File: src/rtl/keypad_scan.sv
// keypad_scan: walks a 4x4 keypad one column at a time, debounces over whole
// scans and presents the accepted key as a hex code with a valid/ack handshake.
module keypad_scan #(
  parameter int SCAN_DIV       = 1000,
  parameter int DEBOUNCE_SCANS = 4
) (
  input  logic       clk,
  input  logic       rst_n,
  input  logic [3:0] row_in,
  output logic [3:0] col_out,
  output logic [3:0] key_code,
  output logic       key_valid,
  input  logic       key_ack,
  output logic       key_held,
  output logic       overrun
);

  localparam int DIV_W = $clog2(SCAN_DIV);
  localparam int CNT_W = $clog2(DEBOUNCE_SCANS + 1);
  localparam logic [DIV_W-1:0] DIV_LAST = DIV_W'(SCAN_DIV - 1);
  localparam logic [CNT_W-1:0] CNT_LAST = CNT_W'(DEBOUNCE_SCANS - 1);
  localparam logic [CNT_W-1:0] CNT_MAX  = CNT_W'(DEBOUNCE_SCANS);

  typedef enum logic [1:0] {S_IDLE, S_CAND, S_PRESSED} state_t;

  function automatic logic [3:0] key_map(input logic [1:0] r, input logic [1:0] c);
    logic [3:0] code;
    code = 4'h0;
    case ({r, c})
      4'h0: code = 4'h1;
      4'h1: code = 4'h2;
      4'h2: code = 4'h3;
      4'h3: code = 4'hA;
      4'h4: code = 4'h4;
      4'h5: code = 4'h5;
      4'h6: code = 4'h6;
      4'h7: code = 4'hB;
      4'h8: code = 4'h7;
      4'h9: code = 4'h8;
      4'hA: code = 4'h9;
      4'hB: code = 4'hC;
      4'hC: code = 4'hE;
      4'hD: code = 4'h0;
      4'hE: code = 4'hF;
      4'hF: code = 4'hD;
      default: code = 4'h0;
    endcase
    return code;
  endfunction

  function automatic logic [1:0] low_row(input logic [3:0] v);
    logic [1:0] r;
    r = 2'd3;
    if (v[2]) r = 2'd2;
    if (v[1]) r = 2'd1;
    if (v[0]) r = 2'd0;
    return r;
  endfunction

  // Hit counts only need to distinguish none / one / many, so saturate at 2.
  function automatic logic [1:0] sat_hits(input logic [3:0] v);
    logic [2:0] n;
    n = 3'(v[0]) + 3'(v[1]) + 3'(v[2]) + 3'(v[3]);
    return (n > 3'd2) ? 2'd2 : n[1:0];
  endfunction

  function automatic logic [1:0] sat_add2(input logic [1:0] a, input logic [1:0] b);
    logic [2:0] s;
    s = {1'b0, a} + {1'b0, b};
    return (s > 3'd2) ? 2'd2 : s[1:0];
  endfunction

  function automatic logic [CNT_W-1:0] sat_inc(input logic [CNT_W-1:0] c);
    return (c >= CNT_MAX) ? CNT_MAX : c + CNT_W'(1);
  endfunction

  logic [3:0]       r_row_s1, r_row_s2;
  logic [DIV_W-1:0] r_div;
  logic [1:0]       r_col;
  logic [3:0]       r_col_out;
  logic [1:0]       r_hits;
  logic [3:0]       r_hit_code;
  state_t           r_state;
  logic [3:0]       r_cand;
  logic [CNT_W-1:0] r_cnt;
  logic [CNT_W-1:0] r_rel;
  logic             r_key_held;
  logic             r_accept_p0;
  logic [3:0]       r_key_code;
  logic             r_key_valid;
  logic             r_overrun;

  logic       w_slot_end, w_eval, w_single, w_none;
  logic [3:0] w_lows;
  logic [1:0] w_col_hits, w_scan_hits;
  logic [3:0] w_scan_code;

  assign w_slot_end  = (r_div == DIV_LAST);
  assign w_eval      = w_slot_end && (r_col == 2'd3);
  assign w_lows      = ~r_row_s2;
  assign w_col_hits  = sat_hits(w_lows);
  assign w_scan_hits = sat_add2(r_hits, w_col_hits);
  assign w_scan_code = (w_col_hits == 2'd1) ? key_map(low_row(w_lows), r_col) : r_hit_code;
  assign w_single    = (w_scan_hits == 2'd1);
  assign w_none      = (w_scan_hits == 2'd0);

  // Stage p0: two-flop synchronizer on the asynchronous rows (idle = all high).
  always_ff @(posedge clk or negedge rst_n) begin
    if (!rst_n) begin
      r_row_s1 <= 4'hF;
      r_row_s2 <= 4'hF;
    end else begin
      r_row_s1 <= row_in;
      r_row_s2 <= r_row_s1;
    end
  end

  // Stage p1: column walk and per-scan accumulation of low row bits.
  always_ff @(posedge clk or negedge rst_n) begin
    if (!rst_n) begin
      r_div      <= '0;
      r_col      <= 2'd0;
      r_col_out  <= 4'b1110;
      r_hits     <= 2'd0;
      r_hit_code <= 4'h0;
    end else if (w_slot_end) begin
      r_div      <= '0;
      r_col      <= r_col + 2'd1;
      r_col_out  <= {r_col_out[2:0], r_col_out[3]};
      r_hits     <= (r_col == 2'd3) ? 2'd0 : w_scan_hits;
      r_hit_code <= w_scan_code;
    end else begin
      r_div <= r_div + DIV_W'(1);
    end
  end

  // Stage p2: debounce FSM, advanced once per completed scan.
  always_ff @(posedge clk or negedge rst_n) begin
    if (!rst_n) begin
      r_state     <= S_IDLE;
      r_cand      <= 4'h0;
      r_cnt       <= '0;
      r_rel       <= '0;
      r_key_held  <= 1'b0;
      r_accept_p0 <= 1'b0;
    end else begin
      r_accept_p0 <= 1'b0;
      if (w_eval) begin
        case (r_state)
          S_IDLE: begin
            if (w_single) begin
              r_state <= S_CAND;
              r_cand  <= w_scan_code;
              r_cnt   <= CNT_W'(1);
            end
          end
          S_CAND: begin
            if (w_single && (w_scan_code == r_cand)) begin
              if (r_cnt >= CNT_LAST) begin
                r_state     <= S_PRESSED;
                r_key_held  <= 1'b1;
                r_rel       <= '0;
                r_accept_p0 <= 1'b1;
              end
              r_cnt <= sat_inc(r_cnt);
            end else if (w_single) begin
              r_cand <= w_scan_code;
              r_cnt  <= CNT_W'(1);
            end else begin
              r_state <= S_IDLE;
              r_cnt   <= '0;
            end
          end
          S_PRESSED: begin
            if (w_none) begin
              if (r_rel >= CNT_LAST) begin
                r_state    <= S_IDLE;
                r_key_held <= 1'b0;
                r_rel      <= '0;
                r_cnt      <= '0;
              end else begin
                r_rel <= sat_inc(r_rel);
              end
            end else begin
              r_rel <= '0;
            end
          end
          default: r_state <= S_IDLE;
        endcase
      end
    end
  end

  // Stage p3: output handshake; an ack coinciding with an accept suppresses overrun.
  always_ff @(posedge clk or negedge rst_n) begin
    if (!rst_n) begin
      r_key_code  <= 4'h0;
      r_key_valid <= 1'b0;
      r_overrun   <= 1'b0;
    end else if (r_accept_p0) begin
      r_key_code  <= r_cand;
      r_key_valid <= 1'b1;
      if (r_key_valid && !key_ack) r_overrun <= 1'b1;
      else if (r_key_valid)        r_overrun <= 1'b0;
    end else if (key_ack && r_key_valid) begin
      r_key_valid <= 1'b0;
      r_overrun   <= 1'b0;
    end
  end

  assign col_out   = r_col_out;
  assign key_code  = r_key_code;
  assign key_valid = r_key_valid;
  assign key_held  = r_key_held;
  assign overrun   = r_overrun;

endmodule

File: config.mk
export PLATFORM = sky130hd
export DESIGN_NAME = keypad_scan
export DESIGN_NICKNAME = d
export VERILOG_FILES = /design/src/rtl/keypad_scan.sv
export SDC_FILE = /design/constraint.sdc
export NUM_CORES = 1
export LEC_CHECK = 0
export BUFFER_PORTS_ARGS = -buffer_cell sky130_fd_sc_hd__buf_2
export CORE_ASPECT_RATIO = 0.7
export CORE_MARGIN = 1
export CORE_UTILIZATION = 40
export CTS_BUF_LIST = sky130_fd_sc_hd__clkbuf_2
export DETAILED_ROUTE_END_ITERATION = 6
export MAX_ROUTING_LAYER = met4
export RECOVER_POWER = 25
export SLEW_MARGIN = 5
export SYNTH_ARGS = -nofsm -noshare
export SYNTH_HDL_FRONTEND = slang
export SYNTH_SLANG_ARGS = --single-unit
File: constraint.sdc
create_clock -name clk -period 4 [get_ports clk]
set_input_delay 0.6 -clock clk [delete_from_list [all_inputs] [get_ports clk]]
set_output_delay 0.6 -clock clk [all_outputs]
set_load 0.01 [all_outputs]
==> reports/metrics.yaml, run 1 <==
sta:
  fin_tns_setup_ns: 0
  tightest_slew_ns: 2.61
  final_max_slew_viol_count: 51
  finClkSkew_ns: 0.0198
  rsz0062_at_grt: "no"
  relSlewSlack_pct: -74.0
  hold_violations: 0
  fin_crit_sh_pct: 91.9
  holdWs_ns: 0.232
  finalSetupViolCount: 0
  max_freq_mhz: 272
  finalCriticalPeriod_ns: 3.68
synth:
  synth_area_sq_um: 2710
  ys_ff_latch: 50
  yosys_warnings: 0
  syn-num-nets: 287
  synth_edf_count: 0
  seq_area_frac_synth_pct: 46.8
  synth.distinct_cells: 45
  avgSynthCellArea_sq_um: 10.4
  syn_inst: 259
  async_reset_ff_share_pct: 100
  synth-main-ff-cell: "dfrtp_1"
clock_network:
  cts.sinks: 50
  htreeDepth: 2
  numCtsBuffers: 5
  root_buffer: "clkbuf_2"
  path_clk_slew_ns: 0.25
  clk-insertion-delay-late_ns: 0.43
  cts_tree: "yes"
  cts_buffer_depth: 2
  cts_hold_buf: 0
floorplanning:
  io_pins: 18
  coreArea_sq_um: 6370
  row_count: 24
  dieArea_sq_um: 7100
  fp.dieH_um: 70.8
  initial_core_util_pct: 42.5
  die_w_um: 100
route:
  drt-wirelength-per-cell_um: 13.2
  routed-via-count: 1863
  drtIter0Drc: 60
  first_pass_iters: 4
  drc: 0
  antenna_left: 0
  post_drt_via_cell_ratio: 5.01
  wl_um: 4930
place:
  post-dp-hpwl_um: 3520
  globalplace.congestion: 0.824
  port-buffer-count: 17
layout:
  nets: 308
  syn2layout_area_growth_pct: 9.16
  antennaDiodeCount: 0
  drive_gt1_share_pct: 22.1
power:
  cellPowerDensity_nw_per_um2: 265
  p_leak_nw: 1.38
  ir_drop_mv: 0.122
worst_setup_path:
  worst-setup-path-type: "reg -> reg"
  cp_max_fo: 7
  critPathArrivalTime_ns: 4.04
  required_ns: 4.37
  worst_setup_path_start_kind: "flop"
  cp-end-kind: "flop"
flow_run:
  cap_violations: 1
min_path:
  hold_path_class: "in -> reg"
global_route:
  grt_antenna_before_repair: 0
  grt_max_degree: 51
  grt_pass1_wl_um: 8530
  grt_pass1_vias: 1759
  grt-ovfl-total: 0
  grt_usage_pct: 15.9
outcome:
  violations: "capacitance limit, slew limit"
  status: "finished with violations"
## flip-flops by register name (all words and copies together) (netlist names)
register	flops
col_out	4
r_state	2
key_held	1
r_hits	2
r_row_s2	4
r_accept_p0	1
r_row_s1	4
r_rel	3
r_cnt	3
r_cand	4
r_col	2
r_hit_code	4
overrun	1
key_valid	1
r_div	10
key_code	4
## worst paths after layout
check	slack, ns	end	start	depth (start not counted)
worst max-delay path	0.32	r_state[0]	r_row_s2[0]	15
worst min register to register	0.37	r_row_s2[0]	r_row_s1[0]	0
max in group asynchronous	1.51	r_div[9]	rst_n	2
worst min-delay path	0.23	r_row_s1[2]	row_in[2]	1
worst max register to register	0.32	r_state[0]	r_row_s2[0]	15
min in group asynchronous	1.03	r_rel[1]	rst_n	2
## repair_timing
action / CTS / global route
resized for setup: 0 / 1
setup buffers: 0 / 0
setup endpoints to repair: 0 / 1
## power by group
part           total [W]  switching (W)  internal (W)
Combinational  0.0000575      0.0000373     0.0000202
Clock           0.000209       0.000163     0.0000463
Sequential      0.000517     0.00000234      0.000514
## cell usage after synthesis (4+ instances only)
cell | n | area (sq um)
o21ai_0 | 12 | 60.1
dfstp_2 | 11 | 289
mux2_2 | 19 | 214
inv_1 | 23 | 86.3
mux2_1 | 4 | 45.0
nor3_1 | 6 | 30.0
nand3_1 | 8 | 40.0
a21oi_1 | 9 | 45.0
nor2b_1 | 5 | 31.3
dfrtp_1 | 39 | 976
ha_1 | 19 | 238
xnor2_1 | 4 | 35.0
xor2_1 | 6 | 52.6
clkbuf_1 | 5 | 18.8
nand4_1 | 5 | 31.3
nor2_1 | 26 | 97.6
o31ai_1 | 6 | 45.0
nand2_1 | 13 | 48.8
## area by class of cell
cell class	instances	area, sq um
Clock buffer	6	30.0
Sequential cell	50	1260
Multi-Input combinational cell	180	1340
Tap cell	91	114
Clock inverter	2	13.8
Inverter	23	86.3
Fill cell	606	3410
Timing Repair Buffer	20	104
## layer usage
layer	wire length, um	part of all wire [%]	track usage [%]
met3	169	3.4	3.26
met2	2050	42	21.9
met4	48	0.97	4.83
met5	0	0	-
met1	2660	54	23.5
## logic make-up after synthesis
family	Yosys count	synth area share [%]
buffers and inverters	29	4.07
DFF	50	46.8
xor gates and xnor gates	10	3.24
AOI/OAI and AO/OA	46	11.0
and+or+nand+nor	77	14.0
adders and majority gates	21	10.3
muxes	26	10.7
## layout by cell type (no fill, tap or decap), types with 9 or more instances in the layout
cell type,instances
ha_1,19
dfrtp_1,39
nor2_1,26
nand2_1,13
mux2_2,19
inv_1,23
dfstp_2,11
a21oi_1,9
buf_2,17
o21ai_0,12
## stage by stage
| stage | area, sq um | total power (W) | utilization, % | setup slack (ns) | cells |
|---|---|---|---|---|---|
| 3_3_place_gp | 2910 | 0.000582 | 45.7 | 0.392 | 364 |
| 6_report | 2950 | 0.000784 | 46.4 | 0.323 | 372 |
| 2_1_floorplan | 2710 | 0.000559 | - | 0.530 | 259 |
| 4_1_cts | 2950 | 0.000799 | 46.4 | 0.260 | 372 |
| 3_5_place_dp | 2910 | 0.000582 | 45.7 | 0.286 | 364 |
| 5_1_grt | 2950 | 0.000824 | 46.4 | 0.0249 | 372 |
## critical path: stages (launching register included)
cell and delay [ns]:
dfstp_2 0.62, inv_1 0.08, fa_1 0.47, ha_1 0.18, inv_1 0.07, ha_1 0.18, and2_1 0.14, ha_1 0.13
inv_1 0.05, fa_1 0.54, nand3_2 0.17, a21o_1 0.21, o31ai_1 0.10, and4_1 0.29, o21ai_0 0.11, mux2_2 0.28
Power figures use the tool's default switching activity.
==> run 2, diff against run 1 <==
clock period = 4.4 ns   (was 4 ns; I/O delays follow)
==> run 2 against run 1 <==
  * The flow still finishes with violations (capacitance limit, slew limit)
  * Clock power is 7% lower
  * Largest cell class unchanged
  * First-iteration DRC count is 38% higher
  * Highest routed layer unchanged
  * Count of clock-buffer cells in the layout stayed put
  * Routed wire length is 4.0% lower
==> reports/metrics.yaml, run 2 (synthesized netlist as in run 1, its figures left out) <==
sta:
  fin_tns_setup_ns: 0
  tightest_slew_ns: 2.58
  finalCriticalPeriod_ns: 3.72
  finClkSkew_ns: 0.0193
  relSlewSlack_pct: -71.7
  max_freq_mhz: 269
  final_max_slew_viol_count: 51
  holdWs_ns: 0.295
  hold_violations: 0
  finalSetupViolCount: 0
  rsz0062_at_grt: "no"
  fin_crit_sh_pct: 84.6
clock_network:
  cts_tree: "yes"
  cts_resized: 0
  numCtsBuffers: 5
  post_cts_buffers: 0
  htreeDepth: 2
  cts_hold_buf: 0
  cts.sinks: 50
  path_clk_slew_ns: 0.24
  clk-insertion-delay-late_ns: 0.43
  root_buffer: "clkbuf_2"
  cts_buffer_depth: 2
floorplanning:
  dieArea_sq_um: 7100
  initial_core_util_pct: 42.5
  row_count: 24
  coreArea_sq_um: 6370
  io_pins: 18
  die_w_um: 100
  fp.dieH_um: 70.8
route:
  wl_um: 4730
  drc: 0
  first_pass_iters: 4
  drtIter0Drc: 83
  post_drt_via_cell_ratio: 5.09
  antenna_left: 0
  drt-wirelength-per-cell_um: 12.8
  routed-via-count: 1888
place:
  placed_area_sq_um: 2900
  globalplace.congestion: 0.792
  post-dp-hpwl_um: 3390
  dp_cells: 363
  port-buffer-count: 17
worst_setup_path:
  required_ns: 4.74
  cp-end-kind: "flop"
  r2r_setup_slack_ns: 0.68
  worst_r2r_path_depth: 15
  critPathArrivalTime_ns: 4.06
  worst_setup_path_start_kind: "flop"
  cp_max_fo: 7
  worst-setup-path-type: "reg -> reg"
power:
  clkPwrFrac_pct: 27.2
  intPower_w: 0.000528
  p_sw_w: 0.000186
  cellPowerDensity_nw_per_um2: 243
  combPwrFrac_pct: 7.0
  p_leak_nw: 1.37
  ir_drop_mv: 0.131
  power.share.switching_pct: 26.1
  pwr-share-seq_pct: 65.8
outcome:
  violations: "capacitance limit, slew limit"
  status: "finished with violations"
layout:
  max_flop_register: "r_div"
  nets: 307
  syn2layout_area_growth_pct: 8.70
  fin_cells: 371
  drive_gt1_share_pct: 21.4
  final_area_sq_um: 2940
  layout_common_cells: "39 x dfrtp_1, 26 x nor2_1, 23 x inv_1"
  multi_input_area_sq_um: 1340
  nFillCells: 629
  antennaDiodeCount: 0
  layout_commonest_cell: "dfrtp_1"
  largest_reg_flops: 10
  seq_area_sq_um: 1260
  final_util_pct: 46.2
min_path:
  hold_depth: 1
  hold_path_class: "in -> reg"
flow_run:
  cap_violations: 1
global_route:
  grt_pass1_wl_um: 8440
  grt-ovfl-total: 0
  grt_pass1_vias: 1839
  grt_antenna_before_repair: 0
  grt_usage_pct: 15.5
  grt_max_degree: 51
[run 2: cell types whose count changed in the layout (fill, tap and decap cells not counted), sizes merged]
| cell | previous run | this run |
|---|---|---|
| buf | 19 | 18 |
| clkinv | 2 | 1 |
| inv | 23 | 24 |
[run 2: final timing paths]
kind,startpoint,to
setup reg to reg,r_row_s2[0],r_state[0]
hold / removal,row_in[2],r_row_s1[2]
min in group asynchronous,rst_n,r_div[8]
hold reg to reg,r_row_s1[0],r_row_s2[0]
max in group asynchronous,rst_n,r_hits[1]
setup / recovery,r_row_s2[0],r_state[0]
[run 2: final cells by class]
| type | count | area share (%) |
|---|---|---|
| Tap cell | 91 | 3.87 |
| Multi-Input combinational cell | 180 | 45.4 |
| Clock inverter | 2 | 0.468 |
| Sequential cell | 50 | 43.0 |
| Timing Repair Buffer | 19 | 3.28 |
| Clock buffer | 6 | 1.02 |
| Inverter | 23 | 2.94 |
[run 2: power by group through the flow]
stage | Sequential (W) | Clock, W | Combinational [W]
2_1_floorplan | 0.000477 | 0 | 0.0000321
3_3_place_gp | 0.000477 | 0 | 0.0000510
3_5_place_dp | 0.000477 | 0 | 0.0000520
4_1_cts | 0.000470 | 0.000203 | 0.0000520
5_1_grt | 0.000471 | 0.000220 | 0.0000575
6_report | 0.000470 | 0.000194 | 0.0000503
[run 2: per-stage QoR]
step / power [W] / setup WS (ns)
finish: 0.000714 / 0.679
global route: 0.000749 / 0.387
CTS: 0.000725 / 0.648
detailed placement: 0.000529 / 0.689
global placement: 0.000528 / 0.803
floorplan: 0.000509 / 0.930
[run 2: metal layers]
metal	part of all wire (%)	track usage, %	vias up
met4	1.0	4.83	0
met2	42	23.3	31
met5	0	-	-
li1	-	-	944
met3	4.7	3.36	5
met1	52	21.0	908
[run 2: critical path, cell delays in order, from the launching register on]
cell and delay [ns]:
dfstp_2 0.63, inv_1 0.08, fa_1 0.47, ha_1 0.19
inv_1 0.07, ha_1 0.16, and2_1 0.13, ha_1 0.13
inv_1 0.04, fa_1 0.51, nand3_1 0.23, a21o_1 0.24
o31ai_1 0.10, and4_1 0.27, o21ai_0 0.11, mux2_2 0.28
==> run 3, diff against run 2 <==
clock period = 3.9 ns   (was 4.4 ns; I/O delays follow)
==> run 3 against run 2 <==
  * Clock skew about the same
  * Routed wire length increased by 3.3%
  * Non-clock buffer count increased by 2
  * Power increased by 22%
  * First-iteration DRC count decreased by 40%
  * Via count decreased by 0.79%
  * Clock power increased by 43%
  * Sequential share of layout area decreased by 0.68 points
  * Register-to-register slack got worse by 0.36 ns
  * Largest power group unchanged
  * The flow now finishes without violations
  * Count of clock-buffer cells in the layout unchanged
  * Global-route usage increased by 0.14 points
  * Utilization increased by 0.75 points
==> reports/metrics.yaml, run 3 (synthesized netlist as in run 1, its figures left out) <==
outcome:
  status: "finished, final reports clean"
power:
  combPwrFrac_pct: 6.9
  p_sw_w: 0.000206
  cellPowerDensity_nw_per_um2: 290
  pwr-share-seq_pct: 61.1
  ir_drop_mv: 0.172
  intPower_w: 0.000662
  power.share.switching_pct: 23.7
  p_leak_nw: 1.39
  clkPwrFrac_pct: 32.0
place:
  post-dp-hpwl_um: 3580
  globalplace.congestion: 0.779
  port-buffer-count: 17
  dp_cells: 365
global_route:
  grt_antenna_before_repair: 0
  grt_util_met2_pct: 23.2
  met1_usage_pct: 22.1
  grt_usage_pct: 15.6
  grt_pass1_vias: 1796
  grt-ovfl-total: 0
  grt_pass1_wl_um: 8410
  grt_max_degree: 31
  use_met3_pct: 3.36
  grt.busiest_layer: "met2"
sta:
  final_max_slew_viol_count: 0
  fin_crit_sh_pct: 91.7
  hold_violations: 0
  fin_tns_setup_ns: 0
  rsz0062_at_grt: "no"
  finClkSkew_ns: 0.0188
  finalCriticalPeriod_ns: 3.58
  relSlewSlack_pct: 27.3
  max_freq_mhz: 280
  tightest_slew_ns: 1.09
  finalSetupViolCount: 0
clock_network:
  cts_buffer_depth: 2
  post_cts_buffers: 0
  cts_tree: "yes"
  root_buffer: "clkbuf_2"
  path_clk_slew_ns: 0.25
  cts_hold_buf: 0
  numCtsBuffers: 5
  htreeDepth: 2
  cts.sinks: 50
  clk-insertion-delay-late_ns: 0.42
worst_setup_path:
  crit_start: "r_row_s2[0]"
  worst_setup_path_start_kind: "flop"
  worst-setup-path-type: "reg -> reg"
  required_ns: 4.24
  critPathArrivalTime_ns: 3.92
  crit-reg2reg-launch: "r_row_s2[0]"
  cp-end-kind: "flop"
  cp_max_fo: 5
layout:
  max_flop_register: "r_div"
  multi_input_area_sq_um: 1340
  layout_commonest_cell: "dfrtp_1"
  seq_area_sq_um: 1260
  final_util_pct: 46.9
  nets: 309
  antennaDiodeCount: 0
  layout_common_cells: "39 x dfrtp_1, 26 x nor2_1, 23 x inv_1"
  nFillCells: 630
  syn2layout_area_growth_pct: 10.5
  drive_gt1_share_pct: 22.3
  largest_reg_flops: 10
  fin_cells: 373
route:
  drtIter0Drc: 50
  routed-via-count: 1873
  drt-wirelength-per-cell_um: 13.1
  drc: 0
  first_pass_iters: 4
  antenna_left: 0
  post_drt_via_cell_ratio: 5.02
  wl_um: 4890
floorplanning:
  io_pins: 18
  initial_core_util_pct: 42.5
  dieArea_sq_um: 7100
  die_w_um: 100
  row_count: 24
  coreArea_sq_um: 6370
  fp.dieH_um: 70.8
min_path:
  hold_path_class: "in -> reg"
  hold_start: "row_in[0]"
flow_run:
  cap_violations: 0
## run 3: through the flow
step / setup WS (ns) / hold WS (ns) / total power [W] / instance area [sq um]
after floorplan: 0.430 / 0.289 / 0.000574 / 2710
after global placement: 0.394 / 0.347 / 0.000598 / 2920
after detailed placement: 0.311 / 0.347 / 0.000598 / 2920
after CTS: 0.295 / 0.0348 / 0.000882 / 2980
after global routing: 0.00485 / 0.174 / 0.000908 / 2990
final: 0.323 / 0.233 / 0.000868 / 2990
## run 3: cell type report
| type | instances | share of cell area, % |
|---|---|---|
| tap | 91 | 3.81 |
| sequential | 50 | 42.3 |
| inverter | 23 | 2.89 |
| multi-input combinational | 180 | 44.8 |
| timing repair buffer | 21 | 3.81 |
| clock buffer | 6 | 1.01 |
| clock inverter | 2 | 1.30 |
## run 3: power groups by stage
stage               Combinational (W)  Sequential (W)  Clock (W)
floorplan                   0.0000362        0.000538          0
global placement            0.0000595        0.000538          0
detailed placement          0.0000604        0.000538          0
CTS                         0.0000605        0.000530   0.000291
global route                0.0000683        0.000531   0.000308
finish                      0.0000600        0.000530   0.000278
## run 3: path summary, 6_finish.rpt
check,cells after the start,end,slack [ns]
min reg2reg,0,r_row_s2[0],0.37
min in group asynchronous,1,r_col[1],0.30
max,15,r_state[0],0.32
max in group asynchronous,2,r_div[1],2.62
min,1,r_row_s1[0],0.23
max reg2reg,15,r_state[0],0.32
## run 3: repair_timing
item,CTS,global route
endpoints found under the setup margin,0,3
hold endpoints to repair,0,0
gates resized for setup,0,1
## run 3: routing by layer
| layer | vias to the layer above | share of wire (%) |
|---|---|---|
| met1 | 902 | 55 |
| met4 | 0 | 0.47 |
| met2 | 21 | 42 |
| met3 | 2 | 2.6 |
| li1 | 948 | - |
| met5 | - | 0 |
## run 3: critical path, stage by stage (launching register included)
cell	delay, ns
dfstp_2	0.62
inv_1	0.08
fa_1	0.47
ha_1	0.18
inv_1	0.07
ha_1	0.16
and2_1	0.13
ha_1	0.13
inv_1	0.04
fa_1	0.52
nand3_1	0.14
a21o_1	0.21
o31ai_2	0.08
and4_1	0.27
o21ai_0	0.11
mux2_2	0.28
